[src/rtl/pipeline_ctrl_pkg.sv]
// Shared types for the pipeline sequencer.
//   state_t   : sequencer states (BOOT, RUN, DRAIN, HALTED)
//   fwd_sel_t : EX operand source select (register file, WB, MEM)
package pipeline_ctrl_pkg;

  typedef enum logic [1:0] {
    ST_BOOT,
    ST_RUN,
    ST_DRAIN,
    ST_HALTED
  } state_t;

  typedef enum logic [1:0] {
    FWD_RF  = 2'b00,
    FWD_WB  = 2'b01,
    FWD_MEM = 2'b10
  } fwd_sel_t;

endpackage

[src/rtl/pipeline_hazard_ctrl_fwd_unit.sv]
// fwd_unit: combinational operand-forwarding select for one EX source operand.
// Ports:
//   ex_rs                       in  RAW  source register read by EX
//   mem_rd / mem_reg_write      in       MEM-stage destination and write flag
//   wb_rd  / wb_reg_write       in       WB-stage destination and write flag
//   fwd_sel                     out 2    00 regfile, 01 WB, 10 MEM
// The younger MEM result wins over WB; x0 is never forwarded.
module fwd_unit
  import pipeline_ctrl_pkg::*;
#(
  parameter int unsigned RAW = 5
) (
  input  logic [RAW-1:0] ex_rs,
  input  logic [RAW-1:0] mem_rd,
  input  logic           mem_reg_write,
  input  logic [RAW-1:0] wb_rd,
  input  logic           wb_reg_write,
  output logic [1:0]     fwd_sel
);

  logic w_mem_hit;
  logic w_wb_hit;

  assign w_mem_hit = mem_reg_write && (mem_rd != '0) && (mem_rd == ex_rs);
  assign w_wb_hit  = wb_reg_write  && (wb_rd  != '0) && (wb_rd  == ex_rs);

  always_comb begin
    fwd_sel = FWD_RF;
    if (w_mem_hit)     fwd_sel = FWD_MEM;
    else if (w_wb_hit) fwd_sel = FWD_WB;
  end

endmodule

[src/rtl/pipeline_hazard_ctrl.sv]
// pipeline_hazard_ctrl: central sequencer for a 5-stage RISC-V pipeline.
// Boots the PC, resolves load-use stalls, taken-branch flushes and operand
// forwarding, and on a halt request drains the pipe and freezes the core.
// Only enables, flushes and mux selects are driven; no datapath storage.
// Ports:
//   clk, reset (sync, active-low), initial_address, tr (halt request)
//   id_rs1/id_rs2, ex_rs1/ex_rs2, ex_rd, ex_mem_read, ex_branch_taken,
//   ex_branch_target, mem_rd, wb_rd, mem_reg_write, wb_reg_write
//   pc_we, pc_load, pc_load_addr, ifid_we, ifid_flush, idex_flush,
//   fwd_a_sel, fwd_b_sel, halted
// Optional: define PIPE_PERF_CNT_EN to add perf_cycles, perf_stalls,
//   perf_flushes (32-bit wrapping counters, frozen while HALTED).
module pipeline_hazard_ctrl
  import pipeline_ctrl_pkg::*;
#(
  parameter int unsigned XLEN         = 32,
  parameter int unsigned RAW          = 5,
  parameter int unsigned DRAIN_CYCLES = 4
) (
  input  logic            clk,
  input  logic            reset,
  input  logic [XLEN-1:0] initial_address,
  input  logic            tr,
  input  logic [RAW-1:0]  id_rs1,
  input  logic [RAW-1:0]  id_rs2,
  input  logic [RAW-1:0]  ex_rs1,
  input  logic [RAW-1:0]  ex_rs2,
  input  logic [RAW-1:0]  ex_rd,
  input  logic            ex_mem_read,
  input  logic            ex_branch_taken,
  input  logic [XLEN-1:0] ex_branch_target,
  input  logic [RAW-1:0]  mem_rd,
  input  logic [RAW-1:0]  wb_rd,
  input  logic            mem_reg_write,
  input  logic            wb_reg_write,
  output logic            pc_we,
  output logic            pc_load,
  output logic [XLEN-1:0] pc_load_addr,
  output logic            ifid_we,
  output logic            ifid_flush,
  output logic            idex_flush,
  output logic [1:0]      fwd_a_sel,
  output logic [1:0]      fwd_b_sel,
  output logic            halted
`ifdef PIPE_PERF_CNT_EN
  ,
  output logic [31:0]     perf_cycles,
  output logic [31:0]     perf_stalls,
  output logic [31:0]     perf_flushes
`endif
);

  localparam int unsigned CNT_W = $clog2(DRAIN_CYCLES + 1);

  state_t           r_state;
  state_t           w_state_nxt;
  logic [CNT_W-1:0] r_drain_cnt;
  logic [CNT_W-1:0] w_drain_cnt_nxt;
  logic             w_lu;

  assign w_lu = ex_mem_read && (ex_rd != '0) &&
                ((ex_rd == id_rs1) || (ex_rd == id_rs2));

  always_ff @(posedge clk) begin
    if (!reset) begin
      r_state     <= ST_BOOT;
      r_drain_cnt <= '0;
    end else begin
      r_state     <= w_state_nxt;
      r_drain_cnt <= w_drain_cnt_nxt;
    end
  end

  always_comb begin
    w_state_nxt     = r_state;
    w_drain_cnt_nxt = r_drain_cnt;
    pc_we           = 1'b1;
    pc_load         = 1'b0;
    pc_load_addr    = initial_address;
    ifid_we         = 1'b1;
    ifid_flush      = 1'b0;
    idex_flush      = 1'b0;
    halted          = 1'b0;
    // Boot outputs are also forced while reset is held low, whatever the
    // registered state currently is.
    if (!reset || (r_state == ST_BOOT)) begin
      pc_we       = 1'b0;
      pc_load     = 1'b1;
      ifid_we     = 1'b0;
      ifid_flush  = 1'b1;
      idex_flush  = 1'b1;
      w_state_nxt = ST_RUN;
    end else begin
      case (r_state)
        ST_RUN: begin
          if (ex_branch_taken) begin
            pc_load      = 1'b1;
            pc_load_addr = ex_branch_target;
            ifid_flush   = 1'b1;
            idex_flush   = 1'b1;
          end else if (w_lu) begin
            pc_we      = 1'b0;
            ifid_we    = 1'b0;
            idex_flush = 1'b1;
          end
          if (tr) begin
            w_state_nxt     = ST_DRAIN;
            w_drain_cnt_nxt = CNT_W'(DRAIN_CYCLES);
          end
        end
        ST_DRAIN: begin
          pc_we = 1'b0;
          if (w_lu) begin
            ifid_we    = 1'b0;
            idex_flush = 1'b1;
          end else begin
            ifid_flush = 1'b1;
            if (r_drain_cnt == CNT_W'(1)) begin
              w_state_nxt     = ST_HALTED;
              w_drain_cnt_nxt = '0;
            end else begin
              w_drain_cnt_nxt = r_drain_cnt - CNT_W'(1);
            end
          end
        end
        ST_HALTED: begin
          pc_we      = 1'b0;
          ifid_we    = 1'b0;
          ifid_flush = 1'b1;
          idex_flush = 1'b1;
          halted     = 1'b1;
        end
        default: w_state_nxt = ST_BOOT;
      endcase
    end
  end

  fwd_unit #(.RAW(RAW)) u_fwd_a (
    .ex_rs         (ex_rs1),
    .mem_rd        (mem_rd),
    .mem_reg_write (mem_reg_write),
    .wb_rd         (wb_rd),
    .wb_reg_write  (wb_reg_write),
    .fwd_sel       (fwd_a_sel)
  );

  fwd_unit #(.RAW(RAW)) u_fwd_b (
    .ex_rs         (ex_rs2),
    .mem_rd        (mem_rd),
    .mem_reg_write (mem_reg_write),
    .wb_rd         (wb_rd),
    .wb_reg_write  (wb_reg_write),
    .fwd_sel       (fwd_b_sel)
  );

`ifdef PIPE_PERF_CNT_EN
  logic        w_active;
  logic        w_stall;
  logic        w_redirect;
  logic [31:0] r_perf_cycles;
  logic [31:0] r_perf_stalls;
  logic [31:0] r_perf_flushes;

  // A load-use hazard in RUN is only a stall when no branch redirect wins.
  assign w_active   = (r_state == ST_RUN) || (r_state == ST_DRAIN);
  assign w_redirect = (r_state == ST_RUN) && ex_branch_taken;
  assign w_stall    = w_lu && ((r_state == ST_DRAIN) ||
                               ((r_state == ST_RUN) && !ex_branch_taken));

  always_ff @(posedge clk) begin
    if (!reset) begin
      r_perf_cycles  <= '0;
      r_perf_stalls  <= '0;
      r_perf_flushes <= '0;
    end else begin
      if (w_active)   r_perf_cycles  <= r_perf_cycles  + 32'd1;
      if (w_stall)    r_perf_stalls  <= r_perf_stalls  + 32'd1;
      if (w_redirect) r_perf_flushes <= r_perf_flushes + 32'd1;
    end
  end

  assign perf_cycles  = r_perf_cycles;
  assign perf_stalls  = r_perf_stalls;
  assign perf_flushes = r_perf_flushes;
`endif

endmodule
[config.mk]
export PLATFORM = sky130hd
export DESIGN_NAME = pipeline_hazard_ctrl
export DESIGN_NICKNAME = d
export VERILOG_FILES = /design/src/rtl/pipeline_ctrl_pkg.sv /design/src/rtl/pipeline_hazard_ctrl_fwd_unit.sv /design/src/rtl/pipeline_hazard_ctrl.sv
export SDC_FILE = /design/constraint.sdc
export NUM_CORES = 1
export LEC_CHECK = 0
export ABC_CLOCK_PERIOD_IN_PS = 1850
export CAP_MARGIN = 40
export CORE_MARGIN = 8
export CORE_UTILIZATION = 26
export DETAILED_ROUTE_END_ITERATION = 8
export PLACE_DENSITY = 0.85
export SLEW_MARGIN = 0
export SYNTH_ARGS = -nofsm -noshare
export SYNTH_HDL_FRONTEND = slang
export SYNTH_SLANG_ARGS = --single-unit
[constraint.sdc]
create_clock -name clk -period 1.85 [get_ports clk]
set_input_delay 0.37 -clock clk [delete_from_list [all_inputs] [get_ports clk]]
set_output_delay 0.37 -clock clk [all_outputs]
set_load 0.02 [all_outputs]
# == Word-level counts from Yosys, hierarchy flattened ==
# Index checks and enable logic that the tools add are counted.
# classes
addsub,1
n_eq_ne,17
muxes,33
n_bitwise,3
reduce_logical,21
# op_table
cell,n
2-to-1 mux 32 bit,3
== test 5 bit,6
2-to-1 mux 1 bit,16
nonzero test 5 bit,3
AND reduction 4 bit,3
2-to-1 mux 2 bit,5
2-to-1 mux 3 bit,3
inequality test 3 bit (second input constant),3
one-hot mux 1 bit (3 select lines),3
logical AND 1 bit,8
inequality test 2 bit (second input constant),4
one-hot mux 2 bit (3 select lines),1
one-hot mux 3 bit (2 select lines),1
== test 2 bit (second input constant),2
OR reduction 2 bit,2
== test 3 x 1 -> 1 bit (second input constant),1
inverter 1 bit,3
subtractor 3 x 1 -> 3 bit (second input constant),1
== test 2 x 1 -> 1 bit (second input constant),1
logical NOT 2 bit,1
logical OR 1 bit,2
one-hot mux 1 bit (2 select lines),1
nonzero test 2 bit,1
logical NOT 1 bit,1
# word_totals
register_bits,5
out_inout_bits,42

# == Depth between registers and ports, before layout ==
# Gate-level depths: netlist of run 1.
# logic_depth
depth_word,7
mapped_depth,8
mapped_depth_nobuf,7

# == Modules after synthesis ==
# A second synthesis of run 1 with hierarchy kept.
# unflattened
hier_cells,168
hier_area_um2,1427.6
# modules_own_cells
module,instances,cells_per_inst,area_per_inst_um2,seq_area_each_um2
pipeline_hazard_ctrl,1,126,1109.8,100.1
fwd_unit,2,21,158.9,0.0

# == Least setup slack after synthesis of run 1 ==
# No wires, ideal clock.
# synth_path
kind,input to output
start,input mem_rd[4]
end,output fwd_a_sel[0]
t_arrival_ns,1.844
slack_ns,-0.364
path_stages,4
cell_sequence,or4_1 -> o21ai_1 -> nor4_1 -> nor4_1
# synth_between
elab_chain_len,4
# synth_rtl
item,line,text
"start, declared",pipeline_hazard_ctrl.sv:32,"input logic [RAW-1:0] mem_rd,"
nonzero test 5 bit,pipeline_hazard_ctrl_fwd_unit.sv:24,assign w_mem_hit = mem_reg_write && (mem_rd != '0) && (mem_rd == ex_rs);
logical AND 1 bit,pipeline_hazard_ctrl_fwd_unit.sv:24,
logical AND 1 bit *,pipeline_hazard_ctrl_fwd_unit.sv:24,
named net u_fwd_a.w_mem_hit,pipeline_hazard_ctrl_fwd_unit.sv:21,logic w_mem_hit;
2-to-1 mux 2 bit *,pipeline_hazard_ctrl_fwd_unit.sv:29,if (w_mem_hit) fwd_sel = FWD_MEM;
"end, declared",pipeline_hazard_ctrl.sv:42,"output logic [1:0] fwd_a_sel,"
# The timed path passes the listed nets; every way through them passes the cells marked *.

# == Final worst setup path of run 1 ==
# layout_path
start,register r_state[0]
end,output pc_load_addr[25]
# layout_between
elab_chain_len,3
# layout_rtl
item,line,text
"start, declared",pipeline_hazard_ctrl.sv:55,state_t r_state;
"start signal, assigned",pipeline_hazard_ctrl.sv:69,r_state <= w_state_nxt;
== test 2 x 1 -> 1 bit / logical NOT 2 bit (equally long branches),"pipeline_hazard_ctrl.sv:94, pipeline_hazard_ctrl.sv:86",
2-to-1 mux 32 bit / logical OR 1 bit (equally long branches),"pipeline_hazard_ctrl.sv:94, pipeline_hazard_ctrl.sv:86",
2-to-1 mux 32 bit *,pipeline_hazard_ctrl.sv:86,if (!reset || (r_state == ST_BOOT)) begin
"end, declared",pipeline_hazard_ctrl.sv:38,"output logic [XLEN-1:0] pc_load_addr,"
# Mark *: on every way between the ends. The rest lies on a longest branch, timed or not.

==> impl_metrics.env, run 1 <==
export IMPL_grt_max_degree=10
export IMPL_synth_seq_cells=5
export IMPL_hpwl_mm=6.374
export IMPL_fp_dieW_um=88.19
export IMPL_ys_warn_count=0
export IMPL_nets=467
export IMPL_syn_avg_cell_area_um2=8.631
export IMPL_syn_area_mm2=0.001355
export IMPL_io_buffers=147
export IMPL_fin_crit_ns=2.213
export IMPL_drt_total_wl_mm=8.854
export IMPL_crit_arrival_ns=1.84
export IMPL_p_leak_nw=1.750
export IMPL_ant_nets=0
export IMPL_vias=2097
export IMPL_fp_dieH_um=88.19
export IMPL_gp_congestion=0.9212
export IMPL_tns_ns=-11.62
export IMPL_failed_checks="setup timing"
export IMPL_period_share_pct=119.6
export IMPL_overflow=0
export IMPL_drv_cap=0
export IMPL_grt_pass1_wl_mm=12.06
export IMPL_cts_sinks=5
export IMPL_crit_type="register to primary output"
export IMPL_finClkSkew_ns=0.004123
export IMPL_rrSetupSlack_ns=-0.11
export IMPL_hold_class="register to register"
export IMPL_status="finished with violations"
export IMPL_drive_gt1_share_pct=57.67
export IMPL_path_cells="inv_2, ha_4, and2b_2, nand3_4, buf_12, buf_16, mux2_4, buf_6"
export IMPL_antenna_found_initial=0
export IMPL_crit_buf_inv=4
export IMPL_worstPathMaxFanout=8
export IMPL_fillerInstances=343
export IMPL_drt_iter0_drc=57
export IMPL_start_util_pct=26.70
export IMPL_path_clk_slew_ns=0.04
export IMPL_p_per_area_mw_per_mm2=578.4
export IMPL_cts_tree="built"
export IMPL_grtUsageTotal_pct=20.28
export IMPL_max_slew_margin_pct=75.88
export IMPL_ys_seq_area_share_pct=7.387
export IMPL_vdd_drop_max_mv=0.6670
export IMPL_fmax_ghz=0.4518
export IMPL_critPathTopFamily="buffers and inverters"
export IMPL_reg2reg_depth=10
export IMPL_synth_cell_types=42
export IMPL_antenna_cells=0
export IMPL_drtPass1Iterations=4
export IMPL_whs_ns=0.4689
export IMPL_place_inst=400
export IMPL_async_flop_share_pct=0
export IMPL_cts_max_level=1
export IMPL_critical_path_max_stage_delay_ns=0.33
export IMPL_detail_route_wl_per_cell_um=20.98
export IMPL_timing_rr_start="r_state[0]"
export IMPL_synth_area_leaders="mux2_2, xor2_1, dfxtp_1"
export IMPL_required_ns=1.48
export IMPL_synth_top_area_share_pct=26.59
export IMPL_synth_top_area_cell="mux2_2"
export IMPL_syn_inst=157
export IMPL_clock_latency_ns=0.23
export IMPL_timing_final_ws_setup_ns=-0.3633
export IMPL_instances_no_fill=422
export IMPL_synth_edf_count=0
export IMPL_fp_dieArea_mm2=0.007777
export IMPL_core_area_mm2=0.005075
export IMPL_rows=26
export IMPL_clockBufferDepth=2
export IMPL_cts_made_buffers=3
export IMPL_r2r_end="r_state[0]"
export IMPL_end_kind="primary output"
export IMPL_finalSetupViolations=41
export IMPL_syn_nets=271
export IMPL_area_growth_pct=176.4
export IMPL_drc=0
export IMPL_min_to="r_drain_cnt[1]"
export IMPL_routed_via_density=4.969
export IMPL_slowest_stage="dfxtp_2"
export IMPL_grt_pass1_vias=2156
export IMPL_synth_ff_type="dfxtp_1"
export IMPL_start_kind="register"
export IMPL_io_pins=148
export IMPL_whs_path_depth=2
export IMPL_slew_violations=0
export IMPL_rsz0062_at_grt="true"
export IMPL_root_buffer="clkbuf_8"
export IMPL_worstHoldStart="r_drain_cnt[1]"
export IMPL_final_hold_viol_count=0
export IMPL_tightest_slew_ns=0.3606
==> area by class of cell <==
class | count | area (um2) | area share [%]
inverter | 7 | 26.28 | 0.7016
tap | 70 | 87.58 | 2.339
sequential | 5 | 102.6 | 2.740
clock buffer | 4 | 45.04 | 1.203
timing repair buffer | 198 | 1897 | 50.65
multi-input combinational | 138 | 1587 | 42.37
==> state kept, by name, indices dropped and copies added (netlist names) <==
signal       flops
r_state          2
r_drain_cnt      3
==> report_power, final <==
part           switching, W  leakage, nW  total (W)  internal [W]
Clock             0.0000580       0.0228   0.000206      0.000148
Sequential        0.0000206       0.0414   0.000156      0.000135
Combinational      0.000811         1.69    0.00180      0.000993
==> worst min-delay path: cells and delay by family, from the launching register on <==
kind | cells | cell delay (ns)
flip-flops | 1 | 0.30
AO/OA/AOI/OAI | 1 | 0.06
AND/OR/NAND/NOR | 1 | 0.05
==> cells by family (layout without fill, tap and decap cells) <==
group	after synthesis	in the layout	synth area share (%)
flops	5	5	7.387
buf+inv	14	209	4.894
simple gates	39	39	16.81
mux	34	34	28.07
compound gates	27	27	16.07
fa+ha+maj	8	8	7.387
xor+xnor	30	30	19.39
==> per-layer routing <==
layer  part of all wire, %  vias up  track usage [%]  routed length [um]
met4                   3.1        0            7.834                 278
met5                     0        -                0                   0
met2                    55      122            39.51                4858
li1                      -      964                -                   -
met3                    10       22            6.660                 918
met1                    32      989            18.78                2798
==> placed cells by master, fill, tap and decap left out, drive strengths merged, types with 4 or more instances in the layout <==
| cell type | instances |
|---|---|
| clkdlybuf4s15 | 4 |
| buf | 112 |
| mux2 | 32 |
| dlygate4sd2 | 7 |
| nand3 | 4 |
| nand2 | 7 |
| dfxtp | 5 |
| clkdlybuf4s50 | 67 |
| xor2 | 24 |
| o21ai | 7 |
| ha | 8 |
| nor2 | 5 |
| nor3 | 4 |
| a21oi | 5 |
| nor4 | 4 |
| inv | 7 |
| clkbuf | 11 |
| xnor2 | 6 |
| or4 | 5 |
==> cells in the mapped netlist, types with 5 or more instances <==
master   number
inv_1         7
nor2_1        5
a21oi_1       5
nand2_1       7
xor2_1       24
xnor2_1       6
ha_1          8
buf_2         5
mux2_2       32
o21ai_0       5
dfxtp_1       5
==> worst max path at each step <==
stage | from | to | slack (ns) | cells past startpoint
6_report | r_state[0] | pc_load_addr[25] | -0.36 | 8
5_1_grt | r_state[0] | pc_load_addr[25] | -0.43 | 8
4_1_cts | r_state[1] | pc_load_addr[18] | -0.38 | 8
3_5_place_dp | wb_rd[4] | fwd_a_sel[0] | -1.16 | 6
3_3_place_gp | wb_rd[4] | fwd_a_sel[0] | -1.10 | 6
2_1_floorplan | ex_rd[1] | pc_we | -0.05 | 4
==> through the flow <==
stage | total power [W] | setup slack (ns) | utilization (%) | area, um2
global placement | 0.001510 | -1.099 | 65.48 | 3323
CTS | 0.001930 | -0.3844 | 70.98 | 3602
global route | 0.002272 | -0.4262 | 73.79 | 3745
finish | 0.002166 | -0.3633 | 73.79 | 3745
detailed placement | 0.001557 | -1.161 | 65.48 | 3323
floorplan | 0.0008512 | -0.05337 | - | 1558
==> repair_timing <==
action,CTS,global route
gates resized for setup,367,63
gates cloned,2,0
pin swaps,38,29
endpoints found under the hold margin,0,0
endpoints found under the setup margin,47,44
buffers inserted,7,13
hold buffers,0,0
Note: power is estimated with default switching activity, not from simulation.
==> inputs of run 2 (changes only) <==
--- a/config.mk
+++ b/config.mk
@@ -10,7 +10,7 @@
 export CORE_MARGIN = 8
 export CORE_UTILIZATION = 26
 export DETAILED_ROUTE_END_ITERATION = 8
-export PLACE_DENSITY = 0.85
+export PLACE_DENSITY = 0.79
 export SLEW_MARGIN = 0
 export SYNTH_ARGS = -nofsm -noshare
 export SYNTH_HDL_FRONTEND = slang
==> run 2 against run 1 <==
  * The run still ends with setup timing left
  * Via count decreased by 5.3%
  * Final area decreased by 4.3%
  * Combinational power decreased by 14%
  * Maximum frequency increased by 0.60%
  * Critical path depth unchanged
  * Largest power group unchanged
  * Highest routed layer unchanged
==> impl_metrics.env, run 2 (synthesis gave the netlist of run 1 again) <==
export IMPL_fp_dieW_um=88.19
export IMPL_hpwl_mm=6.178
export IMPL_path_clk_slew_ns=0.04
export IMPL_detail_route_wl_per_cell_um=18.27
export IMPL_final_hold_viol_count=0
export IMPL_cts_made_buffers=3
export IMPL_grt_pass1_wl_mm=11.15
export IMPL_max_slew_margin_pct=75.53
export IMPL_crit_type="register to primary output"
export IMPL_tightest_slew_ns=0.3659
export IMPL_clockBufferDepth=2
export IMPL_p_int_w=0.001135
export IMPL_drc=0
export IMPL_instances_no_fill=417
export IMPL_clock_latency_ns=0.22
export IMPL_timing_rr_start="r_state[1]"
export IMPL_worstHoldStart="r_drain_cnt[1]"
export IMPL_dp_slack_ns=-1.087
export IMPL_io_pins=148
export IMPL_area_growth_pct=164.5
export IMPL_ant_nets=0
export IMPL_drive_gt1_share_pct=54.18
export IMPL_grt_max_degree=10
export IMPL_top_register="r_drain_cnt"
export IMPL_top_regs="r_drain_cnt: 3 flops, r_state: 2 flops"
export IMPL_place_inst=399
export IMPL_fp_dieArea_mm2=0.007777
export IMPL_drv_cap=0
export IMPL_combPwrFrac_pct=81.1
export IMPL_worstPathMaxFanout=7
export IMPL_core_area_mm2=0.005075
export IMPL_drt_total_wl_mm=7.617
export IMPL_routed_wl_met2_mm=3.875
export IMPL_hold_class="register to register"
export IMPL_start_kind="register"
export IMPL_layout_commonest_cell="clkdlybuf4s50_1"
export IMPL_start_util_pct=26.70
export IMPL_grt_pass1_vias=2049
export IMPL_fp_dieH_um=88.19
export IMPL_overflow=0
export IMPL_drt_iter0_drc=56
export IMPL_end_kind="primary output"
export IMPL_failed_checks="setup timing"
export IMPL_p_leak_nw=1.687
export IMPL_status="finished with violations"
export IMPL_vias=1985
export IMPL_crit_arrival_ns=1.83
export IMPL_cts_tree="built"
export IMPL_finClkSkew_ns=0.0007883
export IMPL_finalPower_w=0.001917
export IMPL_drtPass1Iterations=4
export IMPL_largest_reg_flops=3
export IMPL_period_share_pct=118.9
export IMPL_gp_congestion=0.8223
export IMPL_whs_ns=0.4728
export IMPL_root_buffer="clkbuf_8"
export IMPL_netSwitchingPower_w=0.0007813
export IMPL_cts_hold_buffers=0
export IMPL_p_per_area_mw_per_mm2=534.6
export IMPL_finalSetupViolations=40
export IMPL_dr_wl_met3_um=810
export IMPL_antenna_cells=0
export IMPL_nets=462
export IMPL_top_layer_used="met4"
export IMPL_rsz0062_at_grt="true"
export IMPL_p_seq_share_pct=8.1
export IMPL_met1_length_mm=2.775
export IMPL_cts_sinks=5
export IMPL_rows=26
export IMPL_fin_crit_ns=2.200
export IMPL_slew_violations=0
export IMPL_cp_startpoint="r_state[1]"
export IMPL_timing_final_ws_setup_ns=-0.3502
export IMPL_required_ns=1.48
export IMPL_vdd_drop_max_mv=0.5384
export IMPL_grtUsageTotal_pct=18.36
export IMPL_netSwitchingFraction_pct=40.77
export IMPL_final_cell_mix="clkdlybuf4s50_1, buf_6, buf_4"
export IMPL_cts_max_level=1
export IMPL_io_buffers=147
export IMPL_fmax_ghz=0.4545
export IMPL_routed_via_density=4.760
export IMPL_clockPowerShare_pct=10.8
export IMPL_antenna_found_initial=0
run 2: through the flow:
| stage | setup TNS [ns] | util, % | cell area (um2) |
|---|---|---|---|
| global placement | -33.23 | 65.34 | 3316 |
| detailed placement | -33.97 | 65.34 | 3316 |
| floorplan | -0.1547 | - | 1558 |
| CTS | -12.24 | 70.39 | 3572 |
| finish | -11.00 | 70.64 | 3585 |
| global route | -13.00 | 70.64 | 3585 |
run 2: area by class of cell:
class | instances | area (um2)
Inverter | 7 | 26.28
Fill cell | 386 | 1490
Timing Repair Buffer | 193 | 1808
Sequential cell | 5 | 102.6
Clock buffer | 4 | 45.04
Multi-Input combinational cell | 138 | 1515
Tap cell | 70 | 87.58
run 2: worst paths after layout:
kind                          end  slack (ns)  cells past startpoint
hold / removal     r_drain_cnt[1]        0.47                      2
setup / recovery  pc_load_addr[1]       -0.35                      8
setup reg to reg   r_drain_cnt[2]        0.08                      9
hold reg to reg    r_drain_cnt[1]        0.47                      2
run 2: timing repair:
action                                  in CTS  in global routing
cloned                                       2                  0
buffers inserted                            10                  5
gates resized for setup                    346                 45
pin swaps                                   29                 14
endpoints found under the setup margin      47                 44
run 2: layer usage:
metal,vias to the layer above,global-route usage (%)
li1,949,-
met1,915,18.91
met5,-,0
met3,14,6.004
met2,107,34.62
met4,0,4.301
run 2: power groups by stage:
stage / sequential [W] / combinational, W / clock (W)
CTS: 0.000155 / 0.00150 / 0.000210
global route: 0.000160 / 0.00165 / 0.000219
finish: 0.000155 / 0.00155 / 0.000207
floorplan: 0.000159 / 0.000692 / 0
detailed placement: 0.000156 / 0.00139 / 0
global placement: 0.000154 / 0.00136 / 0
run 2: worst max-delay path: stages, from the launching register on:
cell and delay [ns]:
dfxtp_2 0.33, inv_2 0.05, ha_4 0.15, and2b_2 0.23
nand3_4 0.10, buf_4 0.17, buf_12 0.13, mux2_4 0.31
buf_6 0.13
